==> src/rtl/digit_serial_adder.sv <==
// Digit-serial adder/subtractor: processes DIGIT bits per cycle, LSB digit first,
// producing a WIDTH-bit result with carry-out and signed overflow after N = WIDTH/DIGIT cycles.
module digit_serial_adder #(
  parameter int WIDTH = 16,
  parameter int DIGIT = 4
) (
  input  logic             clk,
  input  logic             rst,
  input  logic             start,
  input  logic             sub,
  input  logic [WIDTH-1:0] a,
  input  logic [WIDTH-1:0] b,
  input  logic             cin,
  output logic             busy,
  output logic             done,
  output logic [WIDTH-1:0] sum,
  output logic             cout,
  output logic             ovf
);

  localparam int N  = WIDTH / DIGIT;
  localparam int CW = (N > 1) ? $clog2(N) : 1;

  typedef enum logic [1:0] {IDLE, RUN, DONE} state_t;

  state_t           r_state, w_next;
  logic [WIDTH-1:0] r_a, r_b, r_sum, w_sum_next;
  logic             r_carry, r_cout, r_ovf;
  logic [CW-1:0]    r_cnt;
  logic [DIGIT-1:0] w_a_d, w_b_d;
  logic [DIGIT:0]   w_dsum;
  logic             w_last, w_msb_cin, w_accept;

  assign w_last   = (r_cnt == CW'(N - 1));
  assign w_accept = start && (r_state != RUN);

  always_ff @(posedge clk) begin
    if (rst) r_state <= IDLE;
    else     r_state <= w_next;
  end

  always_comb begin
    w_next = r_state;
    case (r_state)
      IDLE:    if (start) w_next = RUN;
      RUN:     if (w_last) w_next = DONE;
      DONE:    w_next = start ? RUN : IDLE;
      default: w_next = IDLE;
    endcase
  end

  // Constant-index mux over digits keeps the part-selects static.
  always_comb begin
    w_a_d      = '0;
    w_b_d      = '0;
    w_sum_next = r_sum;
    for (int unsigned k = 0; k < N; k++) begin
      if (r_cnt == CW'(k)) begin
        w_a_d = r_a[k*DIGIT +: DIGIT];
        w_b_d = r_b[k*DIGIT +: DIGIT];
      end
    end
    w_dsum    = {1'b0, w_a_d} + {1'b0, w_b_d} + {{DIGIT{1'b0}}, r_carry};
    w_msb_cin = w_a_d[DIGIT-1] ^ w_b_d[DIGIT-1] ^ w_dsum[DIGIT-1];
    for (int unsigned k = 0; k < N; k++) begin
      if (r_cnt == CW'(k)) w_sum_next[k*DIGIT +: DIGIT] = w_dsum[DIGIT-1:0];
    end
  end

  // Subtraction is folded in at capture time: B and carry-in are inverted once.
  always_ff @(posedge clk) begin
    if (rst) begin
      r_a     <= '0;
      r_b     <= '0;
      r_carry <= 1'b0;
      r_cnt   <= '0;
      r_sum   <= '0;
      r_cout  <= 1'b0;
      r_ovf   <= 1'b0;
    end else if (w_accept) begin
      r_a     <= a;
      r_b     <= sub ? ~b : b;
      r_carry <= cin ^ sub;
      r_cnt   <= '0;
      r_sum   <= '0;
      r_cout  <= 1'b0;
      r_ovf   <= 1'b0;
    end else if (r_state == RUN) begin
      r_sum   <= w_sum_next;
      r_carry <= w_dsum[DIGIT];
      r_cnt   <= r_cnt + 1'b1;
      if (w_last) begin
        r_cout <= w_dsum[DIGIT];
        r_ovf  <= w_msb_cin ^ w_dsum[DIGIT];
      end
    end
  end

  assign busy = (r_state == RUN);
  assign done = (r_state == DONE);
  assign sum  = r_sum;
  assign cout = r_cout;
  assign ovf  = r_ovf;

endmodule

==> config.mk <==
export PLATFORM = sky130hd
export DESIGN_NAME = digit_serial_adder
export DESIGN_NICKNAME = d
export VERILOG_FILES = /design/src/rtl/digit_serial_adder.sv
export SDC_FILE = /design/constraint.sdc
export NUM_CORES = 1
export LEC_CHECK = 0
export CELL_PAD_IN_SITES_DETAIL_PLACEMENT = 1
export CELL_PAD_IN_SITES_GLOBAL_PLACEMENT = 1
export CORE_MARGIN = 2
export CORE_UTILIZATION = 33
export CTS_CLUSTER_SIZE = 25
export DETAILED_ROUTE_END_ITERATION = 10
export PLACE_DENSITY = 0.81
export REMOVE_ABC_BUFFERS = 1
export SETUP_SLACK_MARGIN = 0.15
export SLEW_MARGIN = 30
export SYNTH_ARGS = -nofsm -noshare
export SYNTH_HDL_FRONTEND = slang
export SYNTH_SLANG_ARGS = --single-unit
==> constraint.sdc <==
create_clock -name clk -period 2.8 [get_ports clk]
set_input_delay 0.56 -clock clk [delete_from_list [all_inputs] [get_ports clk]]
set_output_delay 0.56 -clock clk [all_outputs]
set_load 0.02 [all_outputs]
# Yosys cells after proc, flatten, opt, wreduce, memory -nomap -nowiden
# Cells that the tools add are included.
# op_classes
n_reduce_logical	10
n_eq_ne	8
n_addsub	3
n_mux	15
bitwise_logic	5
# op_table
op	n
4-bit two-way mux	8
16-bit two-way mux	1
16-bit inverter	1
2-bit AND reduction	5
2-bit equality test (second input constant)	3
2-bit one-hot mux with 3 select lines	1
4-bit by 4-bit adder with 5-bit output	1
5-bit by 1-bit adder with 5-bit output	1
2-bit by 1-bit equality test with 1-bit output (second input constant)	2
2-bit zero test	2
2-bit two-way mux	2
2-bit by 1-bit != test with 1-bit output (second input constant)	2
1-bit bitwise XOR	4
1-bit two-way mux	3
2-bit by 1-bit adder with 2-bit output (second input constant)	1
2-bit != test (second input constant)	1
2-bit nonzero test	1
2-bit OR reduction	1
1-bit logical AND	1
# totals
elab_cells	52
output_inout_bits	20
regBits	55

# Depth between registers and ports, before layout
# depth
depth_word	9
depth_mapped	13
depth_no_buf	13

# Worst setup path before layout
# OpenSTA, ideal clock, no wires.
# synth_path
kind	reg2reg
from	reg r_cnt[1]
to	reg r_ovf, in the netlist ovf
t_arrival_ns	2.687
setup_slack_ns	0.027
path_stages_with_launch	14
path_buffers	1
path_cell_list	dfxtp_1 -> inv_1 -> ha_1 -> clkbuf_1 -> a221oi_1 -> nor3_1 -> a21oi_1 -> fa_1 -> inv_1 -> fa_1 -> a21o_2 -> a21oi_1 -> xnor2_1 -> a211oi_1
# synth_between
elab_chain_cells	9
word_cells_on_any_way	18
# synth_lines
element	line_no	text
from (decl)	29	logic [CW-1:0] r_cnt;
from (signal assigned)	91	r_cnt <= r_cnt + 1'b1;
2-bit zero test	58	if (r_cnt == CW'(k)) begin
4-bit two-way mux (4 in series)	58	
4-bit by 4-bit adder with 5-bit output	63	w_dsum = {1'b0, w_a_d} + {1'b0, w_b_d} + {{DIGIT{1'b0}}, r_carry};
5-bit by 1-bit adder with 5-bit output	63	
1-bit bitwise XOR	64	w_msb_cin = w_a_d[DIGIT-1] ^ w_b_d[DIGIT-1] ^ w_dsum[DIGIT-1];
1-bit bitwise XOR	94	r_ovf <= w_msb_cin ^ w_dsum[DIGIT];
to (signal assigned)	94	
to (decl)	28	logic r_carry, r_cout, r_ovf;
# Several ways; a longest one is shown, not always the timed one.
# A chain may end at the register's enable or synchronous reset.

# Worst setup path in the final report
# layout_path
from	reg r_cnt[0]
to	reg r_ovf, in the netlist ovf
# Same word-level chain as after synthesis.

==> metrics.yaml <==
status: "finished clean"
io_pins: 57
grt_max_degree: 49
inst_count_dp: 463
drv_slew: 0
max-vdd-ir-drop_uv: 200
syn_area_um2: 2610
crit_required_ns: 3.03
placement.io_buffers: 56
crit_share_post_route_pct: 93.8
die_h_um: 92.9
cp_top_family: "adder cells"
antenna_cell_count: 0
most_prevalent_standard_cell_on_the_critical_path: "fa_2"
synth_enable_flop_cells: 0
worst_path_largest_cell_delay_ns: 0.40
crit_startpoint: "r_cnt[0]"
series_of_cell_instances_along_the_critical_path: "inv_1 -> ha_2 -> nor2b_1 -> nor3_1 -> a21oi_2 -> fa_2 -> inv_2 -> fa_2 -> a21o_2 -> a21oi_4 -> xnor2_1 -> a211oi_1"
clk_transition_reported_paths_ns: 0.10
total_clock_buffers_created_by_cts: 5
floorplan.initialDensity_pct: 33.9
finalWeightedCongestion: 0.803
total_cell_area_at_the_placement_stage_um2: 3270
slowest_stage: "dfxtp_4"
maxSlewHeadroom_pct: 71.3
grt_pass1_wl_um: 11300
postRouteAntennaNets: 0
first_global_vias: 2422
ctsLongestPathBuffers: 2
placeableCoreArea_um2: 7690
clock_sink_count: 55
power_leakage_nw: 1.20
count_of_placed_standard_cells_in_the_final_layout_fillers_left_out: 474
synth_seq_area_share_pct: 42.2
worstHoldPathType: "flip-flop to flip-flop"
routed_wirelength_um: 6770
crit-reg2reg-capture: "ovf"
firstDrtPassIters: 4
timing.critical_path.to_type: "flip-flop"
finalSetupViolCount: 0
postSynthCellCount: 318
p_per_area_nw_per_um2: 483
dp.final_hpwl_um: 5030
cts_htree_levels: 2
max_cap_check_violation_count: 0
final_net_count: 417
cp-start-kind: "flip-flop"
worst_pin_slew_ns: 0.430
timing.critical_path.depth: 12
total_count_of_hold_check_failures_in_the_final_report: 0
grt_antenna_before_repair: 0
dr_total_vias: 2335
total_power_mw: 1.67
hold_ws_ns: 0.457
cp_num_buf_inv: 2
ff2ff_setup_slack_ns: 0.17
final_layout_size_suffix_gt1_share_pct: 12.6
drt-vias-per-instance: 4.93
fmax_mhz: 381
ff2ff_path_depth: 12
netlist_top_cells_count: "nand2_1, dfxtp_1, a21oi_1, nor2_1, a211oi_1"
groute.usage.overall_pct: 16.4
capture_point_of_the_critical_path: "ovf"
wl_per_cell_um: 14.3
dieArea_um2: 8630
die_x_um: 92.9
timing.setup.critical_path_class: "flip-flop to flip-flop"
crit-reg2reg-launch: "r_cnt[0]"
final_cell_area_um2: 3460
iter_0_drt_violations: 67
tritoncts_clock_tree: "built"
globalRouteOverflowTotal: 0
finClkSkew_ns: 0.0139
synth-warning-count: 0
post-route-min-period_ns: 2.63
postCtsHoldBufs: 0
syn_area_per_cell_um2: 8.20
rsz_0062_raised_after_global_routing: "yes"
yosys-top-cells-area: "dfxtp_1, nand2_1, a211oi_1"
drc: 0
synth-seq-cells: 55
layout-area-overhead-vs-synth_pct: 32.6
synthDominantCellAreaShare_pct: 42.2
critical_path_arrival_ns: 2.86
synth_area_leader_cell: "dfxtp_1"
async_flop_share_pct: 0
synth_cell_types: 32
cp_max_fo: 8
dominantRegCellSynth: "dfxtp_1"
cts.root.buffer_cell: "clkbuf_8"
clock_latency_reported_for_the_late_side_of_the_worst_skew_pair_ns: 0.32
dominant_cell_by_count_in_the_synthesized_netlist: "nand2_1"
number_of_rows_in_the_core_area: 32
-- state kept, by name, indices dropped and copies added (netlist names) --
register / count
ovf: 1
cout: 1
r_carry: 1
r_b: 16
r_a: 16
r_cnt: 2
sum: 16
r_state: 2
-- how the worst min path moves through the flow --
stage                       start  endpoint  slack [ns]  cells past startpoint
after floorplan            r_a[0]    r_a[0]        0.43                      2
after global placement    r_a[14]   r_a[14]        0.44                      2
after detailed placement   r_a[6]    r_a[6]        0.45                      2
after CTS                  r_a[6]    r_a[6]        0.46                      2
after global routing       sum[1]    sum[1]        0.48                      2
final                      sum[1]    sum[1]        0.46                      2
-- cell families after synthesis --
kind of cell    Yosys count  synth area share [%]
compound gates           79                  19.4
xor+xnor                 20                  6.71
fa+ha+maj                 9                  4.89
buf+inv                  31                  5.56
flops                    55                  42.2
mux                       1                 0.384
simple gates            123                  20.9
-- power by group --
part	switching, mW	leakage (nW)	internal (mW)
Sequential	0.0263	0.451	0.823
Clock	0.271	0.0474	0.203
Combinational	0.181	0.697	0.166
-- per-stage QoR --
step	setup WS (ns)	setup TNS (ns)	utilization (%)
after global placement	0.0332	0	42.6
final	0.174	0	45.0
after detailed placement	-0.219	-0.365	42.6
after CTS	0.156	0	44.7
after floorplan	0.0335	0	-
after global routing	0.0439	0	45.0
-- layout make-up --
class,instances,area [um2]
tap,102,128
clock inverter,2,16.3
multi-input combinational,233,1430
inverter,4,15.0
timing repair buffer,72,681
sequential,55,1110
fill,925,4230
clock buffer,6,82.6
-- worst min-delay path, delay by kind of cell, from the launching register on --
kind               cells  cell delay (ns)
AOI/OAI and AO/OA      1             0.05
DFF                    1             0.32
and+or+nand+nor        1             0.05
-- metal layers --
layer / up-vias / track usage [%] / wire [um]
li1: 1181 / - / -
met1: 1093 / 18.5 / 2920
met2: 49 / 31.3 / 3540
met3: 12 / 2.85 / 201
met4: 0 / 4.53 / 109
met5: - / 0 / 0
-- cell usage in the layout, fill, tap and decap left out, drive strengths merged, types with 6 or more instances in the layout --
master         synthesis  final
clkdlybuf4s50          0     56
xnor2                 20     20
nand2                 60     60
ha                     7      7
a211oi                26     26
a21oi                 37     37
nand3b                 6      6
nor2b                  6      6
nor2                  33     33
o21ai                  6      6
a31oi                  5      6
buf                   11     16
dfxtp                 55     55
clkbuf                16      6
-- timing repair --
| action | in CTS | in global routing |
|---|---|---|
| buffers inserted | 1 | 1 |
| gates cloned | 1 | 0 |
| gates resized for setup | 14 | 7 |
| endpoints found under the setup margin | 11 | 9 |
| pin swaps | 3 | 2 |
(Power assumes the default switching activity.)
